<file path="src/rtl/cp0_exception_unit.sv">
// CP0 exception/interrupt controller for the M stage.
// Holds SR, Cause, EPC and PRId and raises the single pipeline flush request.
module cp0_exception_unit #(
  parameter logic [31:0] HANDLER_PC = 32'h0000_4180,
  parameter logic [31:0] PRID       = 32'h2023_1114
) (
  input  logic        clk,
  input  logic        reset,
  input  logic [4:0]  A_In,
  input  logic [31:0] Din,
  input  logic        WE,
  input  logic [31:0] PC_In,
  input  logic [4:0]  ExcCode_In,
  input  logic        isdelay_In,
  input  logic [5:0]  HWInt,
  input  logic        EXLClr,
  output logic        Req,
  output logic [31:0] EPC_Out,
  output logic [31:0] Dout
);

  logic [5:0]  im;
  logic        exl;
  logic        ie;
  logic        bd;
  logic [5:0]  ip;
  logic [4:0]  exc_code;
  logic [31:0] epc;

  logic        int_req;
  logic        exc_req;
  logic [31:0] sr_word;
  logic [31:0] cause_word;

  // The handler address is consumed by the pipeline registers, not here.
  logic unused_handler;
  assign unused_handler = ^HANDLER_PC;

  assign int_req = (|(HWInt & im)) & ie & ~exl;
  assign exc_req = (ExcCode_In != 5'd0) & ~exl;
  assign Req     = (int_req | exc_req) & ~reset;

  assign sr_word    = {16'd0, im, 8'd0, exl, ie};
  assign cause_word = {bd, 15'd0, ip, 3'd0, exc_code, 2'd0};
  assign EPC_Out    = epc;

  always_comb begin
    Dout = 32'd0;
    case (A_In)
      5'd12:   Dout = sr_word;
      5'd13:   Dout = cause_word;
      5'd14:   Dout = epc;
      5'd15:   Dout = PRID;
      default: Dout = 32'd0;
    endcase
  end

  always_ff @(posedge clk or posedge reset) begin
    if (reset) begin
      im       <= 6'd0;
      exl      <= 1'b0;
      ie       <= 1'b0;
      bd       <= 1'b0;
      ip       <= 6'd0;
      exc_code <= 5'd0;
      epc      <= 32'd0;
    end else begin
      ip <= HWInt;
      // Flush beats eret, which beats mtc0.
      if (Req) begin
        exl      <= 1'b1;
        bd       <= isdelay_In;
        exc_code <= int_req ? 5'd0 : ExcCode_In;
        epc      <= isdelay_In ? PC_In - 32'd4 : PC_In;
      end else if (EXLClr) begin
        exl <= 1'b0;
      end else if (WE) begin
        if (A_In == 5'd12) begin
          im  <= Din[15:10];
          exl <= Din[1];
          ie  <= Din[0];
        end else if (A_In == 5'd14) begin
          epc <= Din;
        end
      end
    end
  end

endmodule

</file>
<file path="config.mk">
export PLATFORM = sky130hd
export DESIGN_NAME = cp0_exception_unit
export DESIGN_NICKNAME = d
export VERILOG_FILES = /design/src/rtl/cp0_exception_unit.sv
export SDC_FILE = /design/constraint.sdc
export NUM_CORES = 1
export LEC_CHECK = 0
export ABC_CLOCK_PERIOD_IN_PS = 2400
export BUFFER_PORTS_ARGS = -buffer_cell sky130_fd_sc_hd__buf_2
export CAP_MARGIN = 20
export CORE_UTILIZATION = 45
export CTS_CLUSTER_SIZE = 28
export DETAILED_ROUTE_END_ITERATION = 6
export GPL_ROUTABILITY_DRIVEN = 0
export PLACE_DENSITY = 0.82
export SYNTH_ARGS = -nofsm -noshare
export SYNTH_HDL_FRONTEND = slang
export SYNTH_SLANG_ARGS = --single-unit
</file>
<file path="constraint.sdc">
create_clock -name clk -period 2.4 [get_ports clk]
set_input_delay 0.48 -clock clk [delete_from_list [all_inputs] [get_ports clk]]
set_output_delay 0.48 -clock clk [all_outputs]
set_load 0.02 [all_outputs]
</file>
**Word level (Yosys, flattened, before mapping)**

Index checks and enable logic that the tools add are counted.
W data, S select, Z words.

- Bits in registers: 52
- Bits of input ports: 85

- $add $sub $neg: 1
- Equality and inequality tests: 6
- Mux-type cells: 12
- Bitwise gates (word level): 10
- Reduce and logical (&&, ||, !) cells: 9

Operators with widths:

| operator | number |
|---|---|
| $mux W32 | 6 |
| $pmux W32 S4 | 1 |
| $sub A32 B3 Y32 const B | 1 |
| $eq A5 B4 Y1 const B | 4 |
| $reduce_and A4 Y1 | 2 |
| $and A6 B6 Y6 | 1 |
| $reduce_bool A3 Y1 | 2 |
| $reduce_or A6 Y1 | 1 |
| $mux W5 | 1 |
| $reduce_bool A5 Y1 | 1 |
| $and A1 B1 Y1 | 4 |
| $mux W1 | 4 |
| $not A1 Y1 | 4 |
| $reduce_bool A2 Y1 | 2 |
| $ne A2 B1 Y1 const B | 1 |
| $ne A2 B2 Y1 const B | 1 |
| $reduce_and A2 Y1 | 1 |
| $or A1 B1 Y1 | 1 |

**Logic depth before layout (Yosys ltp)**

- Depth in word-level cells: 8
- Gate-level depth with buffers: 8

**Worst setup path after synthesis**

Ideal clock, no wire load.

- Kind: input -> output
- From: in HWInt[2]
- To: out Req
- Arrival time: 1.683 ns
- Required time: 1.920 ns
- Setup slack: 0.237 ns
- Cell stages on the path: 5
- Path through: a22oi_1 a311o_1 a21oi_2 buf_2 buf_2

- Word-level cells in the longest chain between the ends: 6

Ends and longest elaborated chain:

| element | line | RTL |
|---|---|---|
| start: declaration | 15 | `input logic [5:0] HWInt,` |
| $and A6 B6 Y6 | 39 | `assign int_req = (\|(HWInt & im)) & ie & ~exl;` |
| $reduce_or A6 Y1 | 39 |  |
| $and A1 B1 Y1 (2 in a row) | 39 |  |
| $or A1 B1 Y1 | 41 | `assign Req = (int_req \| exc_req) & ~reset;` |
| $and A1 B1 Y1 | 41 |  |
| end: declaration | 17 | `output logic Req,` |

No other way between the ends.

**Worst setup path after layout**

- From: reg im[2]
- To: out Req

- Word-level cells in the longest chain between the ends: 6

Ends and longest elaborated chain:

| element | line | RTL |
|---|---|---|
| start: declaration | 22 | `logic [5:0] im;` |
| start signal: assignment | 79 | `im <= Din[15:10];` |
| $and A6 B6 Y6 | 39 |  |
| $reduce_or A6 Y1 | 39 |  |
| $and A1 B1 Y1 (2 in a row) | 39 |  |
| $or A1 B1 Y1 | 41 |  |
| $and A1 B1 Y1 | 41 |  |

No other way between the ends.

==> metrics.md <==
| Metric | Value |
|---|---|
| Status | completed |
| Ys flop type | dfrtp_1 |
| RSZ-0062 raised after global routing | no |
| Post-synth top area share | between 30% and 40% |
| CP endpoint kind | primary output |
| Drt total wl | between 9 and 10 mm |
| Switch Pwr | 0.000968 W |
| Synth warn | 0 |
| Yosys reg bits | 52 |
| Ant diodes | 0 |
| Cell-internal power | roughly 0.0016 W |
| Highest Signal Layer | met4 |
| CTS HTree Levels | 2 |
| Hold buffers post-CTS | 0 |
| Average cell area after synthesis | around 9.6 sq um |
| Post-Syn Instances | 345 |
| Final instance area | 4320 sq um |
| Fin nets | between 500 and 600 |
| First-pass GRT wire length | ~14 mm |
| Wire length on met1 | a little under 4 mm |
| Critical Path Source Type | flip-flop |
| Number of distinct library cells after synthesis | 45 |
| Fin. max-slew vios | 0 |
| Root cell of the clock tree | clkbuf_8 |
| Leakage power | approximately 2 nW |
| Sequential fraction of design power | a little under half |
| Hold WC Path Type | in -> async |
| WL met2 | 4.66 mm |
| Worst-Margin Slew | approximately 0.7 ns |
| Clock share of power | 20.5% |
| Post-CTS Resized | 0 |
| Slew HR | 52.0% |
| Power Density | roughly 600 nW/um^2 |
| Synth top cells by count | mux2i_1, dfrtp_1, nor2_1, nand2_1, xnor2_1 |
| Yosys top cell by area | dfrtp_1 |
| Net Sw Frac | a little under two fifths |
| Number of synthesized flops with an enable pin | 0 |
| Achievable Freq | around 0.43 GHz |
| Later-pin clock latency in the skew report | between 0.3 and 0.4 ns |
| Most frequent cell after synthesis | mux2i_1 |
| Clock Tree Buf Depth | 2 |
| Number of clock sinks | 52 |
| Via count | 3071 |
| Iteration-0 DRC Markers | 162 |
| Maximum Capacitance Violations | 0 |
| Placement Cell Area | roughly 4200 sq um |
| Setup bufs post-CTS | 0 |
| Setup tns final | 0 ns |
| Crit-path max FO | 14 |
| Pin count of the biggest net entering global routing | 46 |
| Full die area | 7700 sq um |
| Final hold violations | 0 |
| WP data required | around 1.9 ns |
| Tot Pwr | around 0.0026 W |
| Clock skew | about 0.0052 ns |
| Initial antenna violation count | 0 |
| Pre-antenna DRT Iters | 4 |
| Sequential element share of the synthesized area | 39.3% |
| Vias/cell | approximately 5.2 |
| Fillers | between 500 and 600 |
| Final ANT Viol Nets | 0 |
| Clk slew on worst S/H paths | 0.10 ns |
| Total CTS buffers | 5 |
| Port Buffers | about 150 |
| Ports | 150 |
| Worst IR Drop VDD | 270 uV |
| Mapped Area | roughly 3300 sq um |
| Die Span X | approximately 90 microns |
| Final setup fails | 0 |
| # DRC | 0 |
| DP Wirelength | a little over 7 mm |
| Placement Rows | 30 |
| Initial core utilization | a little under half |
| Layout cells sized above 1 | 37.6% |
| Wire per inst | around 15 microns |
| Core area | about 6900 sq um |
| Post-route clock period utilization | a little over nine tenths |
| Post-synthesis async set-or-reset flop share | between 90% and 100% |
| Routed wl met3 | between 500 and 600 microns |
| Area delta synth->final | 30.3% |
| Vias in the first global route | between 2000 and 3000 |
| Minimum clock period | roughly 2.3 ns |
| Mapped Nets | roughly 430 |
| Chip height | approximately 88 microns |
| Gr ovfl total | 0 |
| Aggregate global-route resource usage | a little under a quarter |
| Top cells by area, synth | dfrtp_1, mux2i_1, xnor2_1 |
| Crit path kind | reg -> out |
| Logic pwr share | between 30% and 40% |
| CP arrival | between 1.5 and 2 ns |
| CTS tree | yes |
-- critical path, stage by stage (launching register included) --
cell	delay, ns
dfrtp_1	0.40
a22oi_1	0.11
a311o_2	0.48
a21oi_4	0.16
buf_4	0.22
buf_2	0.19
-- final timing paths --
path | start | end | slack (ns) | cells after the start
worst max-delay path | im[2] | Req | 0.06 | 5
worst min-delay path | reset | EPC_Out[1] | 0.26 | 2
worst max register to register | im[2] | bd | 0.30 | 6
worst min register to register | bd | bd | 0.54 | 1
max in group asynchronous | reset | EPC_Out[21] | 1.59 | 3
min in group clk | HWInt[5] | ip[5] | 0.29 | 1
-- registers in the layout, indices dropped and copies added, names as in the netlist --
signal,cells
EPC_Out,32
exc_code,5
ie,1
im,6
exl,1
ip,6
bd,1
-- stage by stage --
| stage | worst slack [ns] | cells | hold WS [ns] | utilization (%) |
|---|---|---|---|---|
| 2_1_floorplan | 0.237 | 345 | 0.459 | - |
| 3_3_place_gp | -0.00770 | 583 | 0.472 | 60.7 |
| 3_5_place_dp | -0.0399 | 583 | 0.511 | 60.7 |
| 4_1_cts | 0.0588 | 591 | 0.272 | 62.1 |
| 5_1_grt | 0.00507 | 591 | 0.274 | 62.1 |
| 6_report | 0.0632 | 591 | 0.260 | 62.1 |
-- kinds of logic after synthesis --
family / share of synthesized area (%)
AOI/OAI and AO/OA: 8.20
muxes: 21.4
xor gates and xnor gates: 6.88
DFF: 39.3
adders and majority gates: 0.378
and+or+nand+nor: 19.8
buffers and inverters: 4.12
-- layer usage --
metal / up-vias / GRT usage [%]
met5: - / 0
met4: 0 / 4.77
met3: 6 / 3.49
met2: 118 / 44.7
met1: 1429 / 28.4
li1: 1518 / -
-- cells in the final DEF (no fill, tap or decap), drive strengths merged, types with 5 or more instances in the layout --
| cell | n |
|---|---|
| or4 | 6 |
| clkbuf | 5 |
| a21oi | 8 |
| nor3 | 17 |
| nand3 | 8 |
| xnor2 | 22 |
| nor2 | 33 |
| mux2i | 59 |
| a22oi | 7 |
| mux2 | 8 |
| o21ai | 23 |
| dfrtp | 52 |
| buf | 161 |
| and2 | 13 |
| nor4 | 6 |
| inv | 12 |
| nand2 | 22 |
-- final cells by class --
type / count / area (sq um) / area share (%)
inverter: 11 / 41.3 / 0.957
clock inverter: 3 / 27.5 / 0.638
timing repair buffer: 161 / 873 / 20.2
sequential: 52 / 1300 / 30.2
clock buffer: 5 / 68.8 / 1.59
multi-input combinational: 263 / 1880 / 43.6
tap: 96 / 120 / 2.78
-- power groups by stage --
stage	combinational (W)	clock (W)	sequential, W
after CTS	0.000878	0.000551	0.00119
after global placement	0.000854	0	0.00119
after detailed placement	0.000879	0	0.00120
final	0.000872	0.000532	0.00119
after floorplan	0.000376	0	0.00134
after global routing	0.000953	0.000587	0.00121
No activity file was read; power rests on OpenSTA's default activity.
